`src/rtl/urbansense_pkg.sv`:
```
// Shared record layout for the motion detector to Ascon cipher path.
package urbansense_pkg;

   typedef struct packed {
      logic [15:0] seq;
      logic        motion;
      logic        ovf;
      logic [5:0]  rsvd;
      logic [7:0]  intensity;
      logic [15:0] grid;
      logic [15:0] events;
   } motion_rec_t;

   localparam int REC_SEQ_MSB    = 63;
   localparam int REC_SEQ_LSB    = 48;
   localparam int REC_MOTION_BIT = 47;
   localparam int REC_OVF_BIT    = 46;

endpackage

```
`src/rtl/sync_fifo.sv`:
```
// Single-clock show-ahead FIFO; head visible on o_rd_dat while !o_empty, 1-cycle write-to-read.
// Caller must not push when full without a same-cycle pop, nor pop when empty.
module sync_fifo #(
   parameter int WIDTH = 65,
   parameter int DEPTH = 4
) (
   input  logic                   clk,
   input  logic                   rst_n,
   input  logic                   i_push,
   input  logic [WIDTH-1:0]       i_wr_dat,
   input  logic                   i_pop,
   output logic [WIDTH-1:0]       o_rd_dat,
   output logic                   o_full,
   output logic                   o_empty,
   output logic [$clog2(DEPTH):0] o_level
);
   localparam int PTR_W = $clog2(DEPTH);
   localparam int LVL_W = PTR_W + 1;

   logic [WIDTH-1:0] r_mem [DEPTH];
   logic [PTR_W-1:0] r_wr_ptr;
   logic [PTR_W-1:0] r_rd_ptr;
   logic [LVL_W-1:0] r_level;

   always_ff @(posedge clk) begin
      if (i_push) r_mem[r_wr_ptr] <= i_wr_dat;
   end

   always_ff @(posedge clk or negedge rst_n) begin
      if (!rst_n) begin
         r_wr_ptr <= '0;
         r_rd_ptr <= '0;
         r_level  <= '0;
      end else begin
         if (i_push) r_wr_ptr <= r_wr_ptr + PTR_W'(1);
         if (i_pop)  r_rd_ptr <= r_rd_ptr + PTR_W'(1);
         case ({i_push, i_pop})
            2'b10:   r_level <= r_level + LVL_W'(1);
            2'b01:   r_level <= r_level - LVL_W'(1);
            default: r_level <= r_level;
         endcase
      end
   end

   // Empty slots are never exposed, so the unreset memory cannot leak X onto the bus.
   assign o_rd_dat = o_empty ? '0 : r_mem[r_rd_ptr];
   assign o_full   = (r_level == LVL_W'(DEPTH));
   assign o_empty  = (r_level == '0);
   assign o_level  = r_level;

endmodule

```
`src/rtl/motion_record_packer.sv`:
```
// Packs one motion record per frame into a FIFO and streams it as 64-bit AXI-Stream with tlast per message.
// Frame to tvalid is one cycle when empty; a frame arriving on a full FIFO with no pop is dropped and counted.
module motion_record_packer
   import urbansense_pkg::*;
#(
   parameter int FIFO_DEPTH     = 4,
   parameter int FRAMES_PER_MSG = 4
) (
   input  logic                        clk,
   input  logic                        rst_n,
   input  logic                        enable,
   input  logic                        frame_done,
   input  logic                        motion_detected,
   input  logic [7:0]                  motion_intensity,
   input  logic [15:0]                 grid_activity,
   input  logic [15:0]                 event_count,
   output logic                        m_axis_tvalid,
   input  logic                        m_axis_tready,
   output logic [63:0]                 m_axis_tdata,
   output logic                        m_axis_tlast,
   output logic [$clog2(FIFO_DEPTH):0] fifo_level,
   output logic [7:0]                  drop_count
);
   localparam int MSG_W = (FRAMES_PER_MSG > 1) ? $clog2(FRAMES_PER_MSG) : 1;

   logic [15:0]      r_seq;
   logic [MSG_W-1:0] r_msg_cnt;
   logic             r_ovf_flag;
   logic [7:0]       r_drop_count;

   logic        w_frame;
   logic        w_push;
   logic        w_pop;
   logic        w_drop;
   logic        w_full;
   logic        w_empty;
   logic        w_tlast;
   motion_rec_t w_rec;
   logic [64:0] w_wr_dat;
   logic [64:0] w_rd_dat;

   assign w_frame = frame_done & enable;
   assign w_pop   = m_axis_tvalid & m_axis_tready;
   assign w_push  = w_frame & (!w_full | w_pop);
   assign w_drop  = w_frame & w_full & !w_pop;
   assign w_tlast = (r_msg_cnt == MSG_W'(FRAMES_PER_MSG - 1));

   always_comb begin
      w_rec           = '0;
      w_rec.seq       = r_seq;
      w_rec.motion    = motion_detected;
      w_rec.ovf       = r_ovf_flag;
      w_rec.intensity = motion_intensity;
      w_rec.grid      = grid_activity;
      w_rec.events    = event_count;
   end

   // tlast travels with the record so stalls downstream cannot shift the message boundary.
   assign w_wr_dat = {w_tlast, w_rec};

   always_ff @(posedge clk or negedge rst_n) begin
      if (!rst_n) begin
         r_seq        <= '0;
         r_msg_cnt    <= '0;
         r_ovf_flag   <= 1'b0;
         r_drop_count <= '0;
      end else begin
         if (w_frame) r_seq <= r_seq + 16'd1;
         if (w_push) begin
            r_ovf_flag <= 1'b0;
            r_msg_cnt  <= w_tlast ? '0 : r_msg_cnt + MSG_W'(1);
         end else if (w_drop) begin
            r_ovf_flag <= 1'b1;
            if (r_drop_count != 8'hFF) r_drop_count <= r_drop_count + 8'd1;
         end
      end
   end

   sync_fifo #(
      .WIDTH (65),
      .DEPTH (FIFO_DEPTH)
   ) u_fifo (
      .clk      (clk),
      .rst_n    (rst_n),
      .i_push   (w_push),
      .i_wr_dat (w_wr_dat),
      .i_pop    (w_pop),
      .o_rd_dat (w_rd_dat),
      .o_full   (w_full),
      .o_empty  (w_empty),
      .o_level  (fifo_level)
   );

   assign m_axis_tvalid = !w_empty;
   assign m_axis_tdata  = w_rd_dat[63:0];
   assign m_axis_tlast  = w_rd_dat[64];
   assign drop_count    = r_drop_count;

endmodule

```
`config.mk`:
```
export PLATFORM = sky130hd
export DESIGN_NAME = motion_record_packer
export DESIGN_NICKNAME = d
export VERILOG_FILES = /design/src/rtl/urbansense_pkg.sv /design/src/rtl/sync_fifo.sv /design/src/rtl/motion_record_packer.sv
export SDC_FILE = /design/constraint.sdc
export NUM_CORES = 1
export LEC_CHECK = 0
export ABC_CLOCK_PERIOD_IN_PS = 4170
export CORE_UTILIZATION = 45
export DETAILED_ROUTE_END_ITERATION = 16
export GPL_TIMING_DRIVEN = 0
export PLACE_DENSITY = 0.7
export SLEW_MARGIN = 20
export SYNTH_ARGS = -nofsm -noshare
export SYNTH_HDL_FRONTEND = slang
export SYNTH_SLANG_ARGS = --single-unit
```
`constraint.sdc`:
```
create_clock -name clk -period 4.17 [get_ports clk]
set_input_delay 0.834 -clock clk [delete_from_list [all_inputs] [get_ports clk]]
set_output_delay 0.834 -clock clk [all_outputs]
set_load 0.05 [all_outputs]
```
==> run_results.csv <==
group,metric,value,unit
pwr,power.density,783.9,mW/mm2
synthesis,synth_top_cell_area_share,0.6666,
detailed_routing,viasPerCell,5.195,
cells_and_area,multi_input_area,0.002562,mm2
pwr,internal_power,6.464,mW
synthesis,synth-xor-area-share,0.01977,
sta,whs,0.2530,ns
synthesis,synth_area,0.01063,mm2
synthesis,synth_compound_gate_area_share,0.008944,
sta,setup_viol,0,
setup_path,arrival,3.03,ns
setup_path,slowest_delay,0.70,ns
grt,grt_usage,0.1702,
die,core,0.02292,mm2
die,start_util,0.4639,
setup_path,path_delay_family,"buffers and inverters",
cells_and_area,num-fill-cells,1717,
clocking,h-tree-depth,1,
sta,worst_slew_pin_slew,0.6902,ns
detailed_routing,drt_iter0_markers,359,
detailed_routing,drc_errors,0,
setup_path,cpMostUsedCell,"clkbuf_1",
synthesis,ys_seq_elements,270,
status,status,"complete, no violations",
clocking,hold_buffers,0,
synthesis,synth_cell_types,43,
grt,overflow,0,
cells_and_area,syn2layout_area_growth,24.31,%
pwr,combPwrFrac,0.432,
detailed_routing,ant_nets,0,
clocking,clkTransAtPathRegs,0.06,ns
detailed_routing,first_pass_iters,4,
synthesis,synthMuxAreaShare,0.1316,
flow_run,max_cap_viol_count,0,
clocking,cts_resized,0,
sta,totalNegativeSetupSlack,0,ns
synthesis,synth_fa_ha_area_frac,0.01012,
clocking,numClockSinks,270,
clocking,cts_buffers,28,
synthesis,synth_warnings,0,
pwr,p_seq_frac,0.336,
die,ios,123,
synthesis,synth-main-ff-cell,"edfxtp_1",
synthesis,synth_area_leaders,"edfxtp_1 67%, mux4_2 12%, dfrtp_1 8.0%",
setup_path,crit_cells,5,
setup_path,worstPathCellList,"clkbuf_1 -> clkbuf_1 -> mux4_2 -> and2_1 -> clkdlybuf4s50_1",
setup_path,end_kind,"primary output",
cells_and_area,final_nets,745,
placement,gp_congestion,0.7720,
grt,grt_pass1_wl,31390,um
pwr,peakVddDrop,0.3873,mV
setup_path,path_buf_inv,3,
detailed_routing,avgRoutedWirePerCell,19.49,um
pwr,switching_power,3.895,mW
synthesis,seq_area_frac_synth,0.7466,
detailed_routing,num_vias,5325,
synthesis,synth_top_area_cell,"edfxtp_1",
sta,worst_clock_skew,0.01005,ns
synthesis,netlist_instances,536,
synthesis,yosysMostFrequentCell,"edfxtp_1",
setup_path,cp_data_required_time,3.34,ns
clocking,cts-root-buf,"clkbuf_16",
sta,period_needed,3.868,ns
synthesis,synth_edf_count,236,
pwr,swShare,0.3760,
setup_path,reg2reg_depth,6,
placement,place_area,0.01232,mm2
sta,fmax,258.6,MHz
clocking,insertion_delay,0.52,ns
cells_and_area,seqCellArea,0.007938,mm2
die,die_x,155.7,um
synthesis,avgSynthCellArea,19.83,um2
setup_path,critPathMaxFanout,10,
sta,rsz0062_at_grt,"no",
cells_and_area,drive_above_1_share,0.1896,
pwr,pwr-share-clk,0.232,
cells_and_area,fin_area,0.01322,mm2
sta,drv_slew,0,
grt,grt_max_degree,34,
synthesis,async_reset_ff_frac,0.1259,
sta,final_hold_viol_count,0,
grt,antenna_found_initial,0,
placement,hpwlAfterDp,12660,um
hold_path,hp-class,"primary input to asynchronous set/reset pin",
sta,finalCritPeriodShare,0.9275,
clocking,post_cts_buffers,0,
detailed_routing,drt_wl_total,19970,um
synthesis,synthSimpleGateAreaFrac,0.06708,
cells_and_area,antenna_cells,0,
grt,grt_pass1_vias,5776,
die,die_h,155.7,um
clocking,cts_buffer_depth,3,
sta,slew_headroom,0.5398,
synthesis,netlist_top_cells_count,"236 x edfxtp_1, 60 x and2_1, 59 x mux4_2",
die,num_rows,55,
cells_and_area,postLayoutCoreUtil,0.5767,
die,die_area,0.02424,mm2
clocking,cts_tree,"built",
setup_path,start_kind,"flop",
pwr,total_leakage_power,4.506,nW
synthesis,synth_top_family_by_area,"multiplexers",
setup_path,worst_path_max_delay_cell,"clkdlybuf4s50_1",
setup_path,path_class,"flop to primary output",
placement,numPortBuffers,116,
## cell families after synthesis
logic type / Yosys count
buffers and inverters: 35
muxes: 65
AOI/OAI and AO/OA: 14
xor gates and xnor gates: 24
adders and majority gates: 8
DFF: 270
other: 1
and+or+nand+nor: 119
## layer usage
| layer | global-route usage | part of all wire | up-vias |
|---|---|---|---|
| met2 | 0.2902 | 0.50 | 136 |
| met3 | 0.02778 | 0.048 | 29 |
| met1 | 0.2290 | 0.43 | 2739 |
| met4 | 0.04342 | 0.017 | 0 |
| met5 | 0 | 0 | - |
| li1 | - | - | 2421 |
## worst paths after layout
path / endpoint / start / slack, ns
min: drop_count[0]$_DFFE_PN0P_ / rst_n / 0.25
max: m_axis_tdata[27] / u_fifo.r_rd_ptr[1]$_DFFE_PN0P_ / 0.30
max reg2reg: u_fifo.o_level[2]$_DFFE_PN0P_ / u_fifo.o_level[1]$_DFFE_PN0P_ / 1.45
min in group clk: r_msg_cnt[1]$_DFFE_PN0N_ / r_msg_cnt[1]$_DFFE_PN0N_ / 0.53
max in group asynchronous: r_seq[2]$_DFFE_PN0P_ / rst_n / 3.48
min reg2reg: r_msg_cnt[1]$_DFFE_PN0N_ / r_msg_cnt[1]$_DFFE_PN0N_ / 0.53
## flip-flops by register name, summed over array words and instances, names as in the netlist
signal	cells
drop_count	8
r_msg_cnt	2
r_ovf_flag	1
r_seq	16
u_fifo.o_level	3
u_fifo.r_mem	236
u_fifo.r_rd_ptr	2
u_fifo.r_wr_ptr	2
## power by group through the flow
stage	clock [mW]	sequential (mW)	combinational, mW
6_report	2.40	3.49	4.47
2_1_floorplan	0	3.57	3.04
5_1_grt	2.56	3.52	4.73
3_5_place_dp	0	3.54	4.54
3_3_place_gp	0	3.52	4.46
4_1_cts	2.45	3.49	4.55
## placed cells by master, fill, tap and decap left out, types with 8 or more instances in the layout
cell type,synthesis,routed
dfrtp_1,34,34
and2_1,60,60
clkbuf_1,15,17
clkinv_1,0,8
nand3_1,9,9
clkbuf_16,0,29
clkdlybuf4s50_1,0,115
nor2_1,8,8
edfxtp_1,236,236
xnor2_1,16,16
mux4_2,59,59
buf_2,9,10
nand2_1,14,14
xor2_1,8,8
## through the flow
step | setup slack (ns) | total power [mW] | std cells
global placement | 0.4272 | 7.977 | 970
CTS | 0.1355 | 10.49 | 1026
detailed placement | 0.7022 | 8.081 | 975
finish | 0.3023 | 10.36 | 1025
floorplan | 1.040 | 6.609 | 541
global route | 0.1270 | 10.80 | 1025
## worst reg2reg max path, stage by stage, from the launching register on
cell      delay (ns)
dfrtp_1         0.54
or3_1           0.45
clkbuf_2        0.32
nand3_1         0.12
fa_1            0.45
or3_1           0.39
a311o_1         0.33
## final cells by class
type / count / area share
flip-flops and latches: 270 / 0.6006
multi-input cells: 236 / 0.1939
clock buffers: 33 / 0.05604
clock inverters: 18 / 0.01193
plain buffers: 29 / 0.01089
well taps: 313 / 0.02963
inverters: 5 / 0.001420
repair buffers: 121 / 0.09562
Note: power is estimated with default switching activity, not from simulation.
